==> config.mk <==
export PLATFORM = sky130hd
export DESIGN_NAME = alu_decode_stage
export DESIGN_NICKNAME = d
export VERILOG_FILES = /design/src/rtl/alu_decode_stage.sv
export SDC_FILE = /design/constraint.sdc
export NUM_CORES = 1
export LEC_CHECK = 0
export ABC_AREA = 1
export BUFFER_PORTS_ARGS = -buffer_cell sky130_fd_sc_hd__buf_2
export CELL_PAD_IN_SITES_DETAIL_PLACEMENT = 0
export CELL_PAD_IN_SITES_GLOBAL_PLACEMENT = 1
export CORE_MARGIN = 1.5
export CORE_UTILIZATION = 34
export DETAILED_ROUTE_END_ITERATION = 10
export PLACE_DENSITY_LB_ADDON = 0.1
export SYNTH_ARGS = -nofsm -noshare
export SYNTH_HDL_FRONTEND = slang
export SYNTH_SLANG_ARGS = --single-unit
==> constraint.sdc <==
create_clock -name clk -period 1.6 [get_ports clk]
set_clock_uncertainty 0.1 [all_clocks]
set_input_delay 0.08 -clock clk [delete_from_list [all_inputs] [get_ports clk]]
set_output_delay 0.08 -clock clk [all_outputs]
set_load 0.01 [all_outputs]
==> src/rtl/alu_decode_stage.sv <==
// alu_decode_stage
//   Decodes one RV32I instruction per valid/ready handshake into ALU control,
//   branch control, shift amount, immediate and operand-select fields, and
//   holds them in a registered ID/EX slot. Sits between fetch and the ALU.
//
//   Optional feature macro: DECODE_SKID_EN
//     undefined : single output slot, ready_o = !valid_o || ready_i (comb).
//     defined   : an extra skid entry behind the output slot; ready_o is
//                 driven from register state (high while the skid is empty).
//
//   Ports
//     clk, rst_n          clock, synchronous active-low reset
//     instr_i, pc_i       instruction word and its PC
//     valid_i / ready_o   upstream handshake
//     flush_i             kill every held instruction
//     valid_o / ready_i   downstream (EX) handshake
//     ALUctrl_o           ALU operation
//     BranchCtrl_o        branch condition (111 = unconditional jump)
//     shift_o             immediate shift amount (shift-immediate ops only)
//     imm_o               sign-extended immediate
//     pc_o                PC of the decoded instruction
//     rd_o, rs1_o, rs2_o  raw register index fields
//     srca_pc_o           SrcA = PC (AUIPC, JAL)
//     srcb_imm_o          SrcB = imm_o
//     regwrite_o          instruction writes rd
//     illegal_o           unsupported opcode / funct encoding
module alu_decode_stage #(
  parameter int DATAWIDTH   = 32,
  parameter int SHIFT_WIDTH = 5
) (
  input  logic                   clk,
  input  logic                   rst_n,
  input  logic [DATAWIDTH-1:0]   instr_i,
  input  logic [DATAWIDTH-1:0]   pc_i,
  input  logic                   valid_i,
  output logic                   ready_o,
  input  logic                   flush_i,
  output logic                   valid_o,
  input  logic                   ready_i,
  output logic [3:0]             ALUctrl_o,
  output logic [2:0]             BranchCtrl_o,
  output logic [SHIFT_WIDTH-1:0] shift_o,
  output logic [DATAWIDTH-1:0]   imm_o,
  output logic [DATAWIDTH-1:0]   pc_o,
  output logic [4:0]             rd_o,
  output logic [4:0]             rs1_o,
  output logic [4:0]             rs2_o,
  output logic                   srca_pc_o,
  output logic                   srcb_imm_o,
  output logic                   regwrite_o,
  output logic                   illegal_o
);

  localparam logic [3:0] ALU_ADD   = 4'b0000;
  localparam logic [3:0] ALU_SUB   = 4'b0001;
  localparam logic [3:0] ALU_AND   = 4'b0010;
  localparam logic [3:0] ALU_OR    = 4'b0011;
  localparam logic [3:0] ALU_XOR   = 4'b0100;
  localparam logic [3:0] ALU_SLL   = 4'b0101;
  localparam logic [3:0] ALU_SRL   = 4'b0110;
  localparam logic [3:0] ALU_SRA   = 4'b0111;
  localparam logic [3:0] ALU_SLT   = 4'b1000;
  localparam logic [3:0] ALU_SLTU  = 4'b1001;
  localparam logic [3:0] ALU_PASSB = 4'b1010;

  localparam logic [6:0] OPC_OP     = 7'b0110011;
  localparam logic [6:0] OPC_OPIMM  = 7'b0010011;
  localparam logic [6:0] OPC_LUI    = 7'b0110111;
  localparam logic [6:0] OPC_AUIPC  = 7'b0010111;
  localparam logic [6:0] OPC_LOAD   = 7'b0000011;
  localparam logic [6:0] OPC_STORE  = 7'b0100011;
  localparam logic [6:0] OPC_BRANCH = 7'b1100011;
  localparam logic [6:0] OPC_JAL    = 7'b1101111;
  localparam logic [6:0] OPC_JALR   = 7'b1100111;

  typedef struct packed {
    logic                   illegal;
    logic                   regwrite;
    logic                   srcb_imm;
    logic                   srca_pc;
    logic [4:0]             rs2;
    logic [4:0]             rs1;
    logic [4:0]             rd;
    logic [DATAWIDTH-1:0]   imm;
    logic [SHIFT_WIDTH-1:0] shift;
    logic [2:0]             branch;
    logic [3:0]             alu;
  } dec_t;

  // funct3 -> ALU op for the register and immediate arithmetic groups,
  // before funct7[5] selects SUB / SRA.
  function automatic logic [3:0] base_alu(input logic [2:0] f3);
    logic [3:0] op;
    case (f3)
      3'b000:  op = ALU_ADD;
      3'b001:  op = ALU_SLL;
      3'b010:  op = ALU_SLT;
      3'b011:  op = ALU_SLTU;
      3'b100:  op = ALU_XOR;
      3'b101:  op = ALU_SRL;
      3'b110:  op = ALU_OR;
      default: op = ALU_AND;
    endcase
    return op;
  endfunction

  function automatic dec_t decode(input logic [DATAWIDTH-1:0] ins);
    dec_t               d;
    logic [2:0]         f3;
    logic [6:0]         f7;
    logic signed [31:0] imm_i, imm_s, imm_b, imm_u, imm_j;
    d      = '0;
    d.rd   = ins[11:7];
    d.rs1  = ins[19:15];
    d.rs2  = ins[24:20];
    f3     = ins[14:12];
    f7     = ins[31:25];
    imm_i  = {{20{ins[31]}}, ins[31:20]};
    imm_s  = {{20{ins[31]}}, ins[31:25], ins[11:7]};
    imm_b  = {{19{ins[31]}}, ins[31], ins[7], ins[30:25], ins[11:8], 1'b0};
    imm_u  = {ins[31:12], 12'b0};
    imm_j  = {{11{ins[31]}}, ins[31], ins[19:12], ins[20], ins[30:21], 1'b0};
    case (ins[6:0])
      OPC_OP: begin
        d.regwrite = 1'b1;
        if (f7 == 7'b0000000)
          d.alu = base_alu(f3);
        else if (f7 == 7'b0100000 && f3 == 3'b000)
          d.alu = ALU_SUB;
        else if (f7 == 7'b0100000 && f3 == 3'b101)
          d.alu = ALU_SRA;
        else
          d.illegal = 1'b1;
      end
      OPC_OPIMM: begin
        d.regwrite = 1'b1;
        d.srcb_imm = 1'b1;
        d.imm      = DATAWIDTH'(imm_i);
        d.alu      = base_alu(f3);
        if (f3 == 3'b001 || f3 == 3'b101) begin
          d.shift = SHIFT_WIDTH'(ins[24:20]);
          if (f3 == 3'b101 && f7 == 7'b0100000)
            d.alu = ALU_SRA;
          else if (f7 != 7'b0000000)
            d.illegal = 1'b1;
        end
      end
      OPC_LUI: begin
        d.regwrite = 1'b1;
        d.srcb_imm = 1'b1;
        d.imm      = DATAWIDTH'(imm_u);
        d.alu      = ALU_PASSB;
      end
      OPC_AUIPC: begin
        d.regwrite = 1'b1;
        d.srca_pc  = 1'b1;
        d.srcb_imm = 1'b1;
        d.imm      = DATAWIDTH'(imm_u);
      end
      OPC_LOAD: begin
        d.regwrite = 1'b1;
        d.srcb_imm = 1'b1;
        d.imm      = DATAWIDTH'(imm_i);
        if (f3 == 3'b011 || f3 == 3'b110 || f3 == 3'b111)
          d.illegal = 1'b1;
      end
      OPC_STORE: begin
        d.srcb_imm = 1'b1;
        d.imm      = DATAWIDTH'(imm_s);
        if (f3[2] || f3 == 3'b011)
          d.illegal = 1'b1;
      end
      OPC_BRANCH: begin
        d.alu = ALU_SUB;
        d.imm = DATAWIDTH'(imm_b);
        case (f3)
          3'b000:  d.branch = 3'b001;
          3'b001:  d.branch = 3'b010;
          3'b100:  d.branch = 3'b011;
          3'b101:  d.branch = 3'b100;
          3'b110:  d.branch = 3'b101;
          3'b111:  d.branch = 3'b110;
          default: d.illegal = 1'b1;
        endcase
      end
      OPC_JAL: begin
        d.regwrite = 1'b1;
        d.srca_pc  = 1'b1;
        d.srcb_imm = 1'b1;
        d.imm      = DATAWIDTH'(imm_j);
        d.branch   = 3'b111;
      end
      OPC_JALR: begin
        d.regwrite = 1'b1;
        d.srcb_imm = 1'b1;
        d.imm      = DATAWIDTH'(imm_i);
        d.branch   = 3'b111;
        if (f3 != 3'b000)
          d.illegal = 1'b1;
      end
      default: d.illegal = 1'b1;
    endcase
    // An illegal instruction travels downstream as a harmless ADD with no
    // side effects; only the raw register fields are kept.
    if (d.illegal) begin
      d.alu      = ALU_ADD;
      d.branch   = 3'b000;
      d.regwrite = 1'b0;
      d.srca_pc  = 1'b0;
      d.srcb_imm = 1'b0;
      d.imm      = '0;
      d.shift    = '0;
    end
    return d;
  endfunction

  dec_t                 in_dec;
  dec_t                 slot_p1;
  logic [DATAWIDTH-1:0] pc_p1;
  logic                 vld_p1;
  logic                 acc;
  logic                 drain_ok;

  assign in_dec   = decode(instr_i);
  assign acc      = valid_i && ready_o;
  assign drain_ok = !vld_p1 || ready_i;

  // ---- ID -> ID/EX slot boundary ----
`ifdef DECODE_SKID_EN
  dec_t                 skid_p1;
  logic [DATAWIDTH-1:0] skid_pc_p1;
  logic                 skid_vld_p1;

  // Ready depends only on the skid flag (a register); rst_n gating keeps
  // the stage closed while reset is held.
  assign ready_o = rst_n && !skid_vld_p1;

  always_ff @(posedge clk) begin
    if (!rst_n) begin
      vld_p1  <= 1'b0;
      slot_p1 <= '0;
      pc_p1   <= '0;
    end else if (flush_i) begin
      vld_p1 <= 1'b0;
    end else if (drain_ok) begin
      if (skid_vld_p1) begin
        vld_p1  <= 1'b1;
        slot_p1 <= skid_p1;
        pc_p1   <= skid_pc_p1;
      end else begin
        vld_p1 <= acc;
        if (acc) begin
          slot_p1 <= in_dec;
          pc_p1   <= pc_i;
        end
      end
    end
  end

  // The skid only fills while the main slot is stalled; when it is full
  // ready_o is low, so a draining cycle simply empties it.
  always_ff @(posedge clk) begin
    if (!rst_n) begin
      skid_vld_p1 <= 1'b0;
      skid_p1     <= '0;
      skid_pc_p1  <= '0;
    end else if (flush_i) begin
      skid_vld_p1 <= 1'b0;
    end else if (!drain_ok) begin
      if (acc) begin
        skid_vld_p1 <= 1'b1;
        skid_p1     <= in_dec;
        skid_pc_p1  <= pc_i;
      end
    end else begin
      skid_vld_p1 <= 1'b0;
    end
  end
`else
  assign ready_o = rst_n && drain_ok;

  always_ff @(posedge clk) begin
    if (!rst_n) begin
      vld_p1  <= 1'b0;
      slot_p1 <= '0;
      pc_p1   <= '0;
    end else if (flush_i) begin
      vld_p1 <= 1'b0;
    end else if (drain_ok) begin
      vld_p1 <= acc;
      if (acc) begin
        slot_p1 <= in_dec;
        pc_p1   <= pc_i;
      end
    end
  end
`endif

  assign valid_o      = vld_p1;
  assign ALUctrl_o    = slot_p1.alu;
  assign BranchCtrl_o = slot_p1.branch;
  assign shift_o      = slot_p1.shift;
  assign imm_o        = slot_p1.imm;
  assign pc_o         = pc_p1;
  assign rd_o         = slot_p1.rd;
  assign rs1_o        = slot_p1.rs1;
  assign rs2_o        = slot_p1.rs2;
  assign srca_pc_o    = slot_p1.srca_pc;
  assign srcb_imm_o   = slot_p1.srcb_imm;
  assign regwrite_o   = slot_p1.regwrite;
  assign illegal_o    = slot_p1.illegal;

endmodule

==> flow_summary.toml <==
[outcome]
status = "completed"

[finish]
nNetsFinal = 921
final_cell_mix = "buf_2, nand2_1, nor2_1, dfxtp_1, o21ai_0"
utilization_pct = 51.08
syn_to_final_growth_pct = 46.50
final_common_cell = "buf_2"
drive_gt1_share_pct = 31.74
antenna_cells = 0

[timing]
setup_viol = 0
fmax_mhz = 701.0
timing.setup.tns_ns = 0
slew_headroom_pct = 60.45
finalHoldViolations = 0
worst_slew_pin_slew_ns = 0.5933
rsz0062_at_grt = "false"
slew_violations = 0
min_period_ns = 1.427
period_share_pct = 89.16

[clock_tree]
clk_latency_ns = 0.34
cts_tree = "yes"
cts_buffer_depth = 2
cts.sinks = 96
cts-htree-levels = 3
clockRootBuffer = "clkbuf_16"
cts_made_buffers = 9
clkSlewWorstSetupHoldPaths_ns = 0.06
postCtsSetupBuffers = 0

[critical_path]
r2r_start = "valid_o"
crit_fanout = 11
reg2regPathDepth = 8
reg2reg_slack_ns = 0.17
critPathCaptureType = "flip-flop"
cp_data_arrival_time_ns = 1.60
startpoint_type = "flip-flop"
critPathKind = "flip-flop to flip-flop"
crit_required_ns = 1.77
timing.rr.end = "imm_o[17]"

[hold_path]
min_path_cells = 3
hold_class = "input port to flip-flop"
hold_end = "rs2_o[3]"
min-delay-start = "instr_i[23]"

[detailed_routing]
dr.pass1.iters = 4
antenna_left = 0
drc_errors = 0
wl_per_cell_um = 13.82
routed_wl_um = 14220
vias = 4813
viasPerCell = 4.677
drt_iter0_markers = 317

[synthesis]
ys_types = 27
synth_area_mm2 = 0.004418
netlist_instances = 615
ys_seq_area_share_pct = 43.50
ys_ff_latch = 96
syn_avg_cell_area_um2 = 7.184
yosysWarnings = 0
synth_nets = 684

[grt]
grt_use_total_pct = 20.74
grt_pass1_vias = 4382
overflow = 0
antenna_found_initial = 0
grt_first_pass_wirelength_um = 21790
grt_max_degree = 67

[pwr]
max-vdd-ir-drop_mv = 0.3675
p_leak_nw = 2.958
pwr_density_cell_mw_per_mm2 = 824.2

[placement]
place_hpwl_um = 10210
gp_congestion = 0.8605
numPortBuffers = 165

[flow_run]
drv_cap = 0

[floorplanning]
core_region_area_mm2 = 0.01267
dieArea_mm2 = 0.01369
placementRows = 41
fp.dieW_um = 117.0
die_h_um = 117.0
start_util_pct = 34.87
ios = 166
-- worst max-delay path, cell delays in order, from the launching register on --
cell and delay, ns:
dfxtp_1 0.34, nand2_1 0.11, nand3_4 0.12, inv_6 0.11, o21ai_0 0.08, buf_4 0.18, a21oi_1 0.12, nand2_1 0.07
a21oi_2 0.11
-- cells by family after synthesis --
kind of cell	share of synthesized area (%)
buffers and inverters	8.496
and+or+nand+nor	31.10
AOI/OAI and AO/OA	16.91
DFF	43.50
-- what timing repair did --
action                                 4_1_cts  5_1_grt
endpoints found under the hold margin       47        0
gates resized for setup                      0        4
setup endpoints to repair                    0        5
hold buffers                                47        0
-- flip-flops by register name, summed over array words and instances, names as in the netlist, 3 cells and up --
signal        count
rd_o              5
imm_o            32
BranchCtrl_o      3
pc_o             32
rs2_o             5
shift_o           5
rs1_o             5
ALUctrl_o         4
-- stage by stage --
step                      worst slack (ns)  total power, mW  hold slack (ns)  area (um2)  instances
after global routing              0.004661            5.591          0.01208        6472       1029
final                               0.1735            5.335          0.01661        6472       1029
after global placement            -0.08894            3.141           0.1617        5697        966
after detailed placement          -0.09056            3.151           0.1655        5697        966
after CTS                          0.04265            5.400         0.003441        6460       1029
after floorplan                    0.04535            2.856          0.05679        4418        615
-- layout make-up --
cell class	count	area, um2
clock inverters	2	38.79
inverters	36	140.1
fillers	1316	6198
multi-input cells	445	2137
well taps	172	215.2
clock buffers	14	254.0
flip-flops and latches	96	1922
repair buffers	264	1765
-- metal layers --
layer / part of all wire [%] / global-route usage [%]
met1: 47 / 26.89
met2: 47 / 34.85
met3: 4.8 / 3.399
met4: 1.9 / 7.631
met5: 0 / 0
-- Yosys cell counts --
| cell | number | area share [%] |
|---|---|---|
| nand2_1 | 115 | 9.8 |
| nor2_1 | 112 | 9.5 |
| dfxtp_1 | 96 | 44 |
| o21ai_0 | 70 | 7.9 |
| a21oi_1 | 58 | 6.6 |
| nand3_1 | 40 | 4.5 |
| inv_1 | 33 | 2.8 |
| clkbuf_1 | 23 | 2.0 |
| nand3_2 | 18 | 4.1 |
| a21oi_2 | 8 | 1.6 |
| buf_6 | 7 | 1.8 |
| nor2_2 | 6 | 0.85 |
| nor3_1 | 6 | 0.68 |
| buf_4 | 4 | 0.68 |
| inv_2 | 3 | 0.25 |
| nand2_4 | 3 | 0.76 |
| buf_2 | 2 | 0.23 |
| o211ai_1 | 2 | 0.34 |
| a22oi_1 | 1 | 0.17 |
| buf_12 | 1 | 0.45 |
| buf_8 | 1 | 0.34 |
| nand2_2 | 1 | 0.14 |
| nand3b_1 | 1 | 0.17 |
| nand4_1 | 1 | 0.14 |
| nor2_8 | 1 | 0.45 |
| o22ai_1 | 1 | 0.14 |
| o31ai_1 | 1 | 0.17 |
-- power by group --
part           total [mW]  switching, mW  leakage (nW)  internal, mW
Clock                2.15          0.886         0.141          1.26
Combinational       0.706          0.385          2.04         0.321
Sequential           2.48         0.0289         0.779          2.45
Total                5.33           1.30          2.96          4.03
-- how the worst max path moves through the flow --
stage          cells after the start  slack, ns   startpoint         endpoint
4_1_cts                            6       0.04      valid_o         rs2_o[1]
2_1_floorplan                      6       0.05      valid_o        imm_o[18]
3_5_place_dp                      11      -0.09  instr_i[27]  BranchCtrl_o[0]
6_report                           8       0.17      valid_o        imm_o[17]
5_1_grt                            8      0.005      valid_o        imm_o[18]
3_3_place_gp                      13      -0.09   instr_i[2]        imm_o[29]
(Power assumes the default switching activity.)
